File: src/rtl/tt_ovi_issue_queue.sv
// Speculative issue queue between the OVI issue/dispatch port and the VPU.
// Senior entries drain to the VPU; speculative entries await next_senior or kill.
module tt_ovi_issue_queue #(
   parameter int DEPTH     = 8,
   parameter int PAYLOAD_W = 137,
   parameter int SBID_W    = 5,
   localparam int CW       = $clog2(DEPTH + 1)
) (
   input  logic                 clk,
   input  logic                 reset_n,
   input  logic                 issue_valid,
   input  logic [SBID_W-1:0]    issue_sb_id,
   input  logic [PAYLOAD_W-1:0] issue_payload,
   input  logic                 dispatch_next_senior,
   input  logic                 dispatch_kill,
   input  logic [SBID_W-1:0]    dispatch_sb_id,
   output logic                 read_valid,
   input  logic                 read_ready,
   output logic [SBID_W-1:0]    read_sb_id,
   output logic [PAYLOAD_W-1:0] read_payload,
   output logic [CW-1:0]        issue_credit_cnt,
   output logic [CW-1:0]        occupancy,
   output logic [CW-1:0]        senior_cnt,
   output logic                 err_overflow,
   output logic                 err_dispatch
);

   localparam int PTR_W = $clog2(DEPTH);

   logic [PTR_W-1:0]     rd_ptr_q;
   logic [PTR_W-1:0]     disp_ptr_q;
   logic [PTR_W-1:0]     wr_ptr_q;
   logic [CW-1:0]        occ_q;
   logic [CW-1:0]        sen_q;
   logic [CW-1:0]        cred_q;
   logic                 err_ovf_q;
   logic                 err_disp_q;

   logic [SBID_W-1:0]    sb_mem [DEPTH];
   logic [PAYLOAD_W-1:0] pl_mem [DEPTH];

   logic [CW-1:0]        spec_cnt;
   logic [CW-1:0]        killed;
   logic                 full;
   logic                 enq;
   logic                 pop;
   logic                 ns;
   logic                 kill_eff;
   logic                 disp_err;
   logic [SBID_W-1:0]    tgt_sb;

   assign read_valid       = (sen_q != '0);
   assign read_sb_id       = sb_mem[rd_ptr_q];
   assign read_payload     = pl_mem[rd_ptr_q];
   assign issue_credit_cnt = cred_q;
   assign occupancy        = occ_q;
   assign senior_cnt       = sen_q;
   assign err_overflow     = err_ovf_q;
   assign err_dispatch     = err_disp_q;

   // Decode this cycle's enqueue, pop, promotion and kill
   always_comb begin
      spec_cnt = occ_q - sen_q;
      full     = (occ_q == CW'(DEPTH));
      enq      = issue_valid && !full;
      pop      = read_valid && read_ready;
      ns       = 1'b0;
      kill_eff = 1'b0;
      killed   = '0;
      disp_err = 1'b0;
      tgt_sb   = sb_mem[disp_ptr_q];
      if (dispatch_next_senior) begin
         if (spec_cnt != '0) begin
            ns = 1'b1;
         end else if (enq) begin
            ns     = 1'b1;
            tgt_sb = issue_sb_id;
         end
         disp_err = dispatch_kill || !ns ||
                    (tgt_sb != dispatch_sb_id);
      end else if (dispatch_kill) begin
         kill_eff = 1'b1;
         killed   = spec_cnt + CW'(enq);
      end
   end

   // Entry storage; a killed same-cycle write is harmless
   always_ff @(posedge clk) begin
      if (enq) begin
         sb_mem[wr_ptr_q] <= issue_sb_id;
         pl_mem[wr_ptr_q] <= issue_payload;
      end
   end

   // Pointers, counters, credits and sticky errors
   always_ff @(posedge clk or negedge reset_n) begin
      if (!reset_n) begin
         rd_ptr_q   <= '0;
         disp_ptr_q <= '0;
         wr_ptr_q   <= '0;
         occ_q      <= '0;
         sen_q      <= '0;
         cred_q     <= '0;
         err_ovf_q  <= 1'b0;
         err_disp_q <= 1'b0;
      end else begin
         if (pop)
            rd_ptr_q <= rd_ptr_q + PTR_W'(1);
         if (ns)
            disp_ptr_q <= disp_ptr_q + PTR_W'(1);
         if (kill_eff)
            wr_ptr_q <= disp_ptr_q;
         else if (enq)
            wr_ptr_q <= wr_ptr_q + PTR_W'(1);
         occ_q  <= occ_q + CW'(enq) - CW'(pop) - killed;
         sen_q  <= sen_q + CW'(ns) - CW'(pop);
         cred_q <= CW'(pop) + killed;
         if (issue_valid && full)
            err_ovf_q <= 1'b1;
         if (disp_err)
            err_disp_q <= 1'b1;
      end
   end

endmodule
File: config.mk
export PLATFORM = sky130hd
export DESIGN_NAME = tt_ovi_issue_queue
export DESIGN_NICKNAME = d
export VERILOG_FILES = /design/src/rtl/tt_ovi_issue_queue.sv
export SDC_FILE = /design/constraint.sdc
export NUM_CORES = 1
export LEC_CHECK = 0
export CORE_MARGIN = 2
export CORE_UTILIZATION = 30
export CTS_BUF_LIST = sky130_fd_sc_hd__clkbuf_16
export DETAILED_ROUTE_END_ITERATION = 16
export GPL_ROUTABILITY_DRIVEN = 0
export PLACE_DENSITY = 0.45
export SLEW_MARGIN = 5
export SYNTH_ARGS = -nofsm -noshare
export SYNTH_HDL_FRONTEND = slang
export SYNTH_SLANG_ARGS = --single-unit
File: constraint.sdc
create_clock -name clk -period 19.15 [get_ports clk]
set_input_delay 3.83 -clock clk [delete_from_list [all_inputs] [get_ports clk]]
set_output_delay 3.83 -clock clk [all_outputs]
set_load 0.01 [all_outputs]
Word level (Yosys, flattened, before mapping)
Memory sizes are Yosys's and may differ from the RTL's.
Index checks and enable logic that the tools add are counted.
Word-level totals
  memories kept: 2
  register bits after elaboration: 23
  bits of input ports: 153
  logic and storage cells: 48
  memory bits (writable): 1136
Memory list
  pl_mem: depth 8, bits a word 137, read ports 1, clocked after Yosys merged registers in 0, write ports 1, line 40  | logic [PAYLOAD_W-1:0] pl_mem [DEPTH];
  sb_mem: depth 8, bits a word 5, read ports 2, clocked after Yosys merged registers in 0, write ports 1, line 39  | logic [SBID_W-1:0] sb_mem [DEPTH];
Cells by class
  reductions and logical operators: 10
  eq/ne operators: 2
  add/sub/neg operators: 11
  muxes and demuxes: 15
Operator list (number)
  5-bit two-way mux: 3
  4-bit by 1-bit adder with 4-bit output: 3
  3-bit by 1-bit adder with 3-bit output, second input constant: 3
  1-bit two-way mux: 8
  4-bit two-way mux: 2
  4-bit nonzero test: 2
  4-bit by 1-bit subtractor with 4-bit output: 2
  4-bit subtractor: 2
  3-bit two-way mux: 2
  5-bit inequality test: 1
  1-bit by 4-bit adder with 4-bit output: 1
  4-bit == test, second input constant: 1
  1-bit logical AND: 3
  1-bit zero test: 2
  1-bit logical OR: 2
  2-bit nonzero test: 1

Depth between registers and ports, before layout
Gate-level depths: netlist of the first run.
  word-level depth: 10
  mapped depth: 14

Worst setup path before layout of the first run
OpenSTA, ideal clock, no wires.
  kind: input to register
  from: input port issue_valid
  to: memory pl_mem[0][0], enable pin
  setup time: 990 ps
  arrival: 17327 ps
  required time: 18160 ps
  cell stages on the path: 2
  slack: 832 ps
  cell sequence: nand2b_1 nor4_1
Between the ends
  cells in the longest elaborated chain, start to end: 3
Ends and longest elaborated chain
  start, declared: line 11  | input logic issue_valid,
  1-bit logical AND: line 65  | enq = issue_valid && !full;
  1-bit two-way mux: line 89  | if (enq) begin
  1-bit two-way mux (not written as such): line 91  | pl_mem[wr_ptr_q] <= issue_payload;
  end, declared: line 40
No other way between the ends.

Final worst setup path of the first run
  from: register rd_ptr_q[0]
  to: output port read_payload[104]
Between the ends
  cells in the longest elaborated chain, start to end: 1
Ends and longest elaborated chain
  start, declared: line 30  | logic [PTR_W-1:0] rd_ptr_q;
  start signal, assigned: line 108  | rd_ptr_q <= rd_ptr_q + PTR_W'(1);
  memory read 8 x 137 bit
  end, declared: line 20  | output logic [PAYLOAD_W-1:0] read_payload,
No other way between the ends.

==> summary.txt, run 1 <==
Detailed routing
  • 1st-pass router iterations: 5
  • Final antenna-violating net count: 0
  • Initial DRC count: 1,433
  • DRT Wirelength: 107,000 um
  • Total number of vias: a little over 20,000
  • Routed vias/inst: between 4 and 5
  • WL/cell: 25.0 um
  • DRC viols: 0

Synth
  • Post-synthesis mux area share: a little under a fifth
  • #FFs+latches synth: approximately 1,200
  • Register area share after synthesis: between 70% and 80%
  • Syn_nets: between 2,000 and 2,500
  • FFs w/ async S/R, synth: 1.98%
  • Largest family of logic cells by synthesized area: multiplexers
  • Post-synth EDFFs: approximately 1,100
  • Post-Synth Adder-Cell Area: 0.760%
  • Compound-Gate Fraction of Synth Area: 0.470%
  • Synth unique cells: 43
  • Mapped Cells: about 1,800
  • Dominant synthesized flop cell: edfxtp_1
  • Post-Syn Area per Cell: 24.1 um2
  • Xor and xnor area share after synthesis: less than 1%
  • Cell area after synthesis: about 44,000 um2
  • Synth Warn #: 0
  • Simple-Gate Fraction of Synth Area: 0.718%

Critical path
  • Worst R2R Setup Slack: 15.15 ns
  • CP Cell Sequence: buf_12 -> buf_4 -> mux4_2 -> mux2_2 -> clkdlybuf4s50_1
  • Worst path slowest cell: buf_4
  • WP data required: roughly 15 ns
  • RR Startpoint: occupancy[1]
  • Worst Setup Start Kind: register
  • CP peak stage delay: 0.88 ns
  • Largest delay contributor family on the critical path: buffers and inverters
  • Kind of critical path: register to output port
  • Worst R2R Path Depth: 7
  • CP Max Fanout: 100
  • R2R Path End: pl_mem[7][90]
  • Crit path DAT: 4.84 ns
  • CP bufs+invs: 3
  • Crit end category: output port

GRT
  • Vias in the first global route: 22,000
  • First-pass GRT wire length: 155,000 um
  • Initial antenna violation count: 19
  • GR Util All Layers: between 10% and 20%
  • Largest net degree at the start of global routing: approximately 130
  • GR Overflow Total: 0

Timing
  • Clock Skew: roughly 0.029 ns
  • Smallest setup slack after layout: 10.48 ns
  • Sum Neg Setup Slack: 0 ns
  • RSZ-0062 raised after global routing: false
  • Slew headroom: 27.1%
  • Final period demand of the worst path: 8.67 ns
  • Worst slew pin tran: 1.09 ns
  • Max-slew violations: 0
  • Final setup viols: 0
  • Hold Fails Final Rpt: 0
  • Fmax achieved: 115 MHz
  • Tcrit/Tclk final: 45.3%

Power
  • Clock share of power: 28.3%
  • P_int: between 6000 and 7000 uW
  • Sw frac: 29.9%
  • Sequential share of power: 38.7%
  • Combinational power share: 33.1%
  • Peak supply drop: 0.128 mV
  • P_sw: 2600 uW
  • Leak: ~0.017 uW
  • Power Density: 160 nW/um2
  • Design Power: 8700 uW

Clock network
  • Worst-Skew Late Latency: 0.78 ns
  • Hold-fix buffers, CTS: 0
  • CTS Buf Count: roughly 130
  • Maximum clock path buffer count: 3
  • Worst-path clk slew: 0.06 ns
  • TritonCTS clock tree: built
  • Sink Count: 1,159
  • PostCTS Resize Cnt: 0
  • Root Buffer: clkbuf_16
  • Post-CTS Setup Bufs: 0
  • H-tree depth: 4

Job
  • Max-cap viol count: 0

Cells and area
  • Share of layout cells above drive strength 1: 28.9%
  • Leading cell type in the layout, fill and taps excluded: edfxtp_1
  • Most frequent cells in the layout: edfxtp_1 (1,136), clkdlybuf4s50_1 (309), mux4_2 (288)
  • NumNets Final: between 2,000 and 2,500
  • Layout area overhead: 22.1%
  • Core Util, Final: 36.8%

Floorplanning
  • Core area: 147,000 um2
  • Die footprint: 151,000 um2
  • Starting Density: 30.1%
  • Die Span Y: 389 um
  • DIE WIDTH: 389 um
  • Row cnt: 141
  • Io pins: 310

Hold path
  • Hold Path Sink: err_overflow
  • HP Start: err_overflow
  • Hold Path Class: register to register
  • Hold Path Depth: 1

Placement
  • PortBufs: 309
  • DP Worst Slack: 11.22 ns
  • Final HPWL DP: 57,400 um

Outcome
  • Status: finished, final reports clean
## layer usage
layer	global-route usage, %	wire, um	vias up
li1	-	-	8670
met1	18.6	46300	10900
met2	22.9	51600	473
met3	4.08	6670	171
met4	4.08	2100	22
met5	0	137	-
## state kept, by name, indices dropped and copies added, names as in the netlist
signal / flops
occupancy: 4
disp_ptr_q: 3
err_dispatch: 1
issue_credit_cnt: 4
pl_mem: 1096
wr_ptr_q: 3
senior_cnt: 4
rd_ptr_q: 3
sb_mem: 40
err_overflow: 1
## worst max path at each step
stage	slack [ns]	cells after the start	start	to
after floorplan	0.83	2	issue_valid	pl_mem[0][0]
after global placement	11.23	5	rd_ptr_q[0]	read_payload[104]
after detailed placement	11.22	5	rd_ptr_q[0]	read_payload[104]
after CTS	10.36	5	rd_ptr_q[0]	read_payload[104]
after global routing	10.03	5	rd_ptr_q[0]	read_payload[74]
final	10.48	5	rd_ptr_q[0]	read_payload[104]
## kinds of logic (layout without fill, tap and decap cells)
logic type / after synthesis / in the layout
buffers and inverters: 111 / 609
muxes: 448 / 448
adders and majority gates: 24 / 24
DFF: 1159 / 1159
other: 0 / 3
xor gates and xnor gates: 19 / 19
AOI/OAI and AO/OA: 26 / 26
and+or+nand+nor: 61 / 61
## cells in the mapped netlist, types with 3 or more instances
cell / count / area share [%]
mux2_2: 149 / 3.8
buf_2: 22 / 0.25
nor4_1: 7 / 0.098
fa_1: 5 / 0.23
mux4_2: 288 / 15
nor3_1: 5 / 0.056
a211oi_1: 4 / 0.068
o22ai_1: 3 / 0.042
dfrtp_1: 23 / 1.3
mux2_1: 3 / 0.076
clkbuf_1: 52 / 0.44
nor2_1: 14 / 0.12
ha_1: 19 / 0.53
nor4b_1: 4 / 0.079
mux2i_1: 8 / 0.18
xnor2_1: 13 / 0.26
a21oi_1: 3 / 0.034
nand2_1: 14 / 0.12
a221o_1: 3 / 0.068
xor2_1: 6 / 0.12
inv_1: 22 / 0.19
edfxtp_1: 1136 / 77
buf_1: 12 / 0.10
nand2b_1: 6 / 0.084
## layout make-up
| cell class | instances | area, um2 |
|---|---|---|
| Clock buffer | 135 | 3380 |
| Timing Repair Buffer | 344 | 3430 |
| Multi-Input combinational cell | 578 | 9360 |
| Antenna cell | 3 | 7.51 |
| Clock inverter | 107 | 886 |
| Inverter | 23 | 86.3 |
| Tap cell | 1930 | 2410 |
| Fill cell | 13400 | 93200 |
| Sequential cell | 1159 | 34700 |
## metrics by stage
stage          cells  hold WS (ns)  area [um2]
3_5_place_dp    4034         0.457       50000
4_1_cts         4276         0.470       54300
3_3_place_gp    4034         0.446       50000
5_1_grt         4276         0.494       54300
6_report        4279         0.468       54300
2_1_floorplan   1848         0.493       44500
## power by group through the flow
stage                     clock network [uW]  logic [uW]  registers [uW]
after CTS                               2550        2980            3370
after floorplan                            0        1760            3420
after detailed placement                   0        2960            3420
after global routing                    2640        3110            3400
after global placement                     0        2960            3400
final                                   2460        2880            3360
## worst register-to-register path: cells and delay by family (launching register included)
kind | cells | cell delay (ns)
buffers and inverters | 3 | 1.76
DFF | 1 | 0.50
and+or+nand+nor | 4 | 1.35
Note: power is estimated with default switching activity, not from simulation.
==> run 2, diff against run 1 <==
--- a/config.mk
+++ b/config.mk
@@ -10,7 +10,7 @@
 export CTS_BUF_LIST = sky130_fd_sc_hd__clkbuf_16
 export DETAILED_ROUTE_END_ITERATION = 16
 export GPL_ROUTABILITY_DRIVEN = 0
-export PLACE_DENSITY = 0.45
+export PLACE_DENSITY = 0.47
 export SLEW_MARGIN = 5
 export SYNTH_ARGS = -nofsm -noshare
 export SYNTH_HDL_FRONTEND = slang
==> constraint.sdc (replaced) <==
create_clock -name clk -period 7.43 [get_ports clk]
set_input_delay 1.486 -clock clk [delete_from_list [all_inputs] [get_ports clk]]
set_output_delay 1.486 -clock clk [all_outputs]
set_load 0.01 [all_outputs]
==> run 2 against run 1 <==
Power increased to 2.5 times the previous value. Sequential power increased to 2.6 times the previous value. Via count increased by 0.56%. Routed wire length decreased by 2.9%. First-iteration DRC count decreased by 5.7%. Core utilization about the same. Critical path type unchanged.
==> summary.txt, run 2 (same netlist as run 1, synthesis figures left out) <==
Outcome
  • Status: finished, final reports clean

Clock network
  • CTS Buf Count: 132 (-1.5%)
  • Sink Count: 1,159 (unchanged)
  • TritonCTS clock tree: built
  • Maximum clock path buffer count: 3 (unchanged)
  • Worst-Skew Late Latency: 0.73 ns (-0.05 ns)
  • Hold-fix buffers, CTS: 0 (unchanged)
  • Root Buffer: clkbuf_16
  • Worst-path clk slew: 0.06 ns (about the same)
  • Post-CTS Setup Bufs: 0 (unchanged)
  • H-tree depth: 4 (unchanged)
  • PostCTS Resize Cnt: 0 (unchanged)

Cells and area
  • Leading cell type in the layout, fill and taps excluded: edfxtp_1
  • NumNets Final: 2,416 (-0.041%)
  • Layout area overhead: 22.0% (about the same)
  • Share of layout cells above drive strength 1: 28.3% (-0.63 points)
  • Biggest regs: pl_mem x1096, sb_mem x40
  • Most frequent cells in the layout: edfxtp_1 (1,136), clkdlybuf4s50_1 (309), mux4_2 (288)
  • FILL cells: 13,400 (-0.16%)
  • Max reg flops: 1,096 (unchanged)
  • Biggest register: pl_mem
  • Core Util, Final: 36.8% (about the same)

Placement
  • Final HPWL DP: 54,300 um (-5.3%)
  • PortBufs: 309 (unchanged)
  • DP Worst Slack: 2.34 ns (-8.88 ns)

Critical path
  • Crit end category: output port
  • RR Startpoint: occupancy[1]
  • R2R Path End: occupancy[3]
  • WP data required: 5.94 ns (-9.38 ns)
  • Worst setup path start: rd_ptr_q[0]
  • CP bufs+invs: 2 (-1)
  • Worst R2R Path Depth: 13 (+6)
  • Crit path depth: 4 (-1)
  • Worst Setup Start Kind: register
  • Crit path DAT: 3.97 ns (-0.87 ns)
  • CP peak stage delay: 1.03 ns (+0.15 ns)
  • CP endpoint: read_payload[42]
  • Kind of critical path: register to output port
  • Worst path slowest cell: dfrtp_4
  • CP Max Fanout: 39 (-61%)
  • Largest delay contributor family on the critical path: buffers and inverters
  • CP Cell Sequence: buf_4 -> mux4_2 -> mux2_2 -> clkdlybuf4s50_1
  • Worst R2R Setup Slack: 3.17 ns (-11.98 ns)

Timing
  • Fmax achieved: 183 MHz
  • Hold Fails Final Rpt: 0 (unchanged)
  • Tcrit/Tclk final: 73.4%
  • Max-slew violations: 0 (unchanged)
  • Slew headroom: 27.1% (about the same)
  • Smallest setup slack after layout: 1.98 ns (-8.50 ns)
  • RSZ-0062 raised after global routing: false
  • Final period demand of the worst path: 5.45 ns
  • Sum Neg Setup Slack: 0 ns (unchanged)
  • Worst slew pin tran: 1.09 ns (-0.00321 ns)
  • Clock Skew: 0.0254 ns (-0.00311 ns)
  • Final setup viols: 0 (unchanged)
  • Worst hold-check slack: 0.467 ns (-0.00171 ns)

GRT
  • GR Overflow Total: 0 (unchanged)
  • First-pass GRT wire length: 152,000 um (-1.9%)
  • Initial antenna violation count: 14 (-5)
  • Largest net degree at the start of global routing: 129 (+1.6%)
  • GR Util All Layers: 13.7% (-0.45 points)
  • Vias in the first global route: 22,100 (+0.39%)

Floorplanning
  • Starting Density: 30.1% (unchanged)
  • Die footprint: 151,000 um2 (unchanged)
  • Io pins: 310 (unchanged)
  • Row cnt: 141 (unchanged)
  • DIE WIDTH: 389 um (unchanged)
  • Die Span Y: 389 um (unchanged)
  • Core area: 147,000 um2 (unchanged)

Detailed routing
  • Routed vias/inst: 4.75 (+0.70%)
  • DRT Wirelength: 104,000 um (-2.9%)
  • Final antenna-violating net count: 0 (unchanged)
  • 1st-pass router iterations: 5 (unchanged)
  • DRC viols: 0 (unchanged)
  • Total number of vias: 20,300 (+0.56%)
  • WL/cell: 24.3 um (-2.7%)
  • Initial DRC count: 1,351 (-5.7%)

Power
  • Power Density: 408 nW/um2 (+150%)
  • Leak: 0.0172 uW (-0.15%)
  • Peak supply drop: 0.338 mV (+160%)

Hold path
  • Hold Path Class: register to register

Job
  • Max-cap viol count: 0 (unchanged)
## run 2: layout make-up
cell class                      count  area, um2  area share [%]
Sequential cell                  1159      34700            64.0
Multi-Input combinational cell    578       9390            17.3
Timing Repair Buffer              345       3600            6.64
Clock buffer                      134       3350            6.18
Tap cell                         1930       2410            4.45
Clock inverter                     99        667            1.23
Inverter                           23       86.3           0.159
Antenna cell                        5       12.5          0.0231
## run 2: metrics by stage
step	area [um2]	cells	total power (uW)
2_1_floorplan	44500	1848	13200
6_report	54200	4273	22100
3_3_place_gp	50200	4035	16400
3_5_place_dp	50200	4035	16500
5_1_grt	54200	4271	23300
4_1_cts	54200	4268	22600
## run 2: routing by layer
layer / routed length [um] / track usage [%] / vias to the layer above
met1: 45300 / 17.9 / 11000
met2: 50200 / 22.4 / 475
met5: 131 / 0 / -
li1: - / - / 8658
met4: 2590 / 4.37 / 20
met3: 5530 / 3.60 / 199
## run 2: worst min-delay path by stage
stage                            start  cells after the start  slack [ns]           end
final                     err_overflow                      1        0.47  err_overflow
after global routing      err_overflow                      1        0.48  err_overflow
after CTS                 err_overflow                      1        0.47  err_overflow
after detailed placement  err_overflow                      1        0.46  err_overflow
after global placement    err_overflow                      1        0.45  err_overflow
after floorplan           err_overflow                      1        0.49  err_overflow
## run 2: where the power goes
group / internal, uW / total (uW) / switching (uW)
Clock: 3480 / 6010 / 2530
Combinational: 3840 / 7420 / 3580
Sequential: 8230 / 8670 / 446
Total: 15500 / 22100 / 6550
==> run 3, diff against run 2 <==
--- a/config.mk
+++ b/config.mk
@@ -10,7 +10,7 @@
 export CTS_BUF_LIST = sky130_fd_sc_hd__clkbuf_16
 export DETAILED_ROUTE_END_ITERATION = 16
 export GPL_ROUTABILITY_DRIVEN = 0
-export PLACE_DENSITY = 0.47
+export PLACE_DENSITY = 0.45
 export SLEW_MARGIN = 5
 export SYNTH_ARGS = -nofsm -noshare
 export SYNTH_HDL_FRONTEND = slang
==> constraint.sdc (replaced) <==
create_clock -name clk -period 5.45 [get_ports clk]
set_input_delay 1.09 -clock clk [delete_from_list [all_inputs] [get_ports clk]]
set_output_delay 1.09 -clock clk [all_outputs]
set_load 0.01 [all_outputs]
==> run 3 against run 2 <==
Cell count rose by 0.47%. Via count fell by 0.22%. Combinational power rose by 40%. Global-route usage rose by 0.42 points. Largest power group unchanged. Clock power rose by 39%. Power rose by 38%. Core utilization rose by 0.22 points. Sequential cell count did not move. Register-to-register slack got worse by 1.7 ns. Clock skew fell by 0.0043 ns.
==> summary.txt, run 3 (same netlist as run 1, synthesis figures left out) <==
Timing
  • Worst slew pin tran: 1.08 ns (-0.00673 ns)
  • Slew headroom: 27.7% (+0.68 points)
  • Fmax achieved: 213 MHz
  • Tcrit/Tclk final: between 80% and 90%
  • Clock Skew: 0.0212 ns (-0.00427 ns)
  • Sum Neg Setup Slack: 0 ns (unchanged)
  • RSZ-0062 raised after global routing: false
  • Final setup viols: 0 (unchanged)
  • Hold Fails Final Rpt: 0 (unchanged)
  • Final period demand of the worst path: 4.70 ns
  • Max-slew violations: 0 (unchanged)
  • Worst hold-check slack: 0.473 ns (+0.00606 ns)

Floorplanning
  • DIE WIDTH: 389 um (unchanged)
  • Starting Density: 30.1% (unchanged)
  • Die footprint: 151,000 um2 (unchanged)
  • Core area: 147,000 um2 (unchanged)
  • Row cnt: 141 (unchanged)
  • Die Span Y: 389 um (unchanged)
  • Io pins: 310 (unchanged)

GRT
  • First-pass GRT wire length: 156,000 um (+2.3%)
  • GR Util All Layers: 14.1% (+0.42 points)
  • GR Overflow Total: 0 (unchanged)
  • Largest net degree at the start of global routing: 82 (-36%)
  • Vias in the first global route: 22,200 (+0.31%)
  • Initial antenna violation count: 19 (+5)

Detailed routing
  • 1st-pass router iterations: 5 (unchanged)
  • DRT Wirelength: 107,000 um (+3.2%)
  • Final antenna-violating net count: 0 (unchanged)
  • Total number of vias: 20,300 (-0.22%)
  • DRC viols: 0 (unchanged)
  • WL/cell: 24.9 um (+2.7%)
  • Initial DRC count: 1,229 (-9.0%)
  • Routed vias/inst: 4.72 (-0.68%)

Clock network
  • H-tree depth: 4 (unchanged)
  • Maximum clock path buffer count: 3 (unchanged)
  • Post-CTS Setup Bufs: 0 (unchanged)
  • Sink Count: 1,159 (unchanged)
  • CTS Buf Count: 131 (-0.76%)
  • Worst-Skew Late Latency: 0.77 ns (+0.04 ns)
  • Root Buffer: clkbuf_16
  • Worst-path clk slew: 0.06 ns (about the same)
  • TritonCTS clock tree: built
  • PostCTS Resize Cnt: 0 (unchanged)
  • Hold-fix buffers, CTS: 0 (unchanged)

Placement
  • Final HPWL DP: 57,100 um (+5.1%)
  • PortBufs: 309 (unchanged)

Cells and area
  • NumNets Final: 2,438 (+0.91%)
  • Biggest register: pl_mem
  • Leading cell type in the layout, fill and taps excluded: edfxtp_1
  • Share of layout cells above drive strength 1: 29.0% (+0.68 points)
  • Layout area overhead: 22.7%
  • Most frequent cells in the layout: edfxtp_1 (1,136), clkdlybuf4s50_1 (309), mux4_2 (288)
  • Max reg flops: 1,096 (unchanged)
  • Biggest regs: pl_mem x1096, sb_mem x40

Critical path
  • CP Cell Sequence: buf_4 -> mux4_2 -> mux2_2 -> clkdlybuf4s50_1
  • Worst path slowest cell: dfrtp_4
  • Crit end category: output port
  • Kind of critical path: register to output port
  • Worst Setup Start Kind: register
  • CP peak stage delay: 0.85 ns (-0.18 ns)
  • CP Max Fanout: 24 (-38%)
  • Crit path DAT: 3.61 ns (-0.36 ns)
  • WP data required: 4.36 ns (-1.58 ns)

Power
  • Peak supply drop: 0.289 mV (-15%)
  • Power Density: 560 nW/um2 (+37%)
  • Leak: 0.0173 uW (+1.0%)

Job
  • Max-cap viol count: 0 (unchanged)

Outcome
  • Status: finished, final reports clean

Hold path
  • Hold Path Class: register to register
## run 3: cell count changes in the layout (fill, tap and decap cells not counted), sizes merged
cell      before  now
buf           36   59
clkinv        54   44
inv           61   64
bufinv         6    8
clkbuf       134  136
clkinvlp       1    2
diode          5    4
## run 3: area by class of cell
| class | count | area, um2 |
|---|---|---|
| fillers | 13400 | 92900 |
| flip-flops and latches | 1159 | 34700 |
| multi-input cells | 578 | 9400 |
| repair buffers | 368 | 3850 |
| clock buffers | 136 | 3400 |
| well taps | 1930 | 2410 |
| clock inverters | 95 | 682 |
| inverters | 23 | 86.3 |
| diodes | 4 | 10.0 |
## run 3: routing by layer
layer,vias to the layer above,GRT usage (%),part of all wire (%)
li1,8711,-,-
met4,30,4.47,2.2
met3,189,4.05,5.4
met1,10900,18.1,43
met5,-,0,0.20
met2,415,23.2,49
## run 3: through the flow
| step | util (%) | worst slack (ns) | total power (uW) | cell area [um2] | std cells |
|---|---|---|---|---|---|
| after floorplan | - | -1.77 | 18000 | 44500 | 1848 |
| after global placement | 34.2 | 1.15 | 22700 | 50400 | 4058 |
| after detailed placement | 34.2 | 1.14 | 22700 | 50400 | 4058 |
| after CTS | 37.0 | 0.558 | 31300 | 54500 | 4289 |
| after global routing | 37.0 | 0.494 | 32100 | 54500 | 4292 |
| final | 37.0 | 0.752 | 30600 | 54500 | 4293 |
## run 3: path summary, 6_finish.rpt
kind                            cells past startpoint  slack, ns    startpoint           endpoint
worst max register to register                     13       1.46  occupancy[0]       occupancy[3]
worst max-delay path                                4       0.75   rd_ptr_q[0]  read_payload[101]
worst min-delay path                                1       0.47  err_overflow       err_overflow
min in group asynchronous                           2       0.72       reset_n      senior_cnt[1]
max in group asynchronous                           2       4.46       reset_n        rd_ptr_q[0]
worst min register to register                      1       0.47  err_overflow       err_overflow
## run 3: where the power goes
part	switching (uW)	internal (uW)	leakage (uW)
clock	3460	4880	0.00213
sequential	645	11200	0.0106
combinational	4990	5380	0.00461
## run 3: critical path, delay by kind of cell, from the launching register on
| family | cells | cell delay, ns |
|---|---|---|
| flops | 1 | 0.85 |
| buf+inv | 2 | 1.10 |
| mux | 2 | 0.86 |
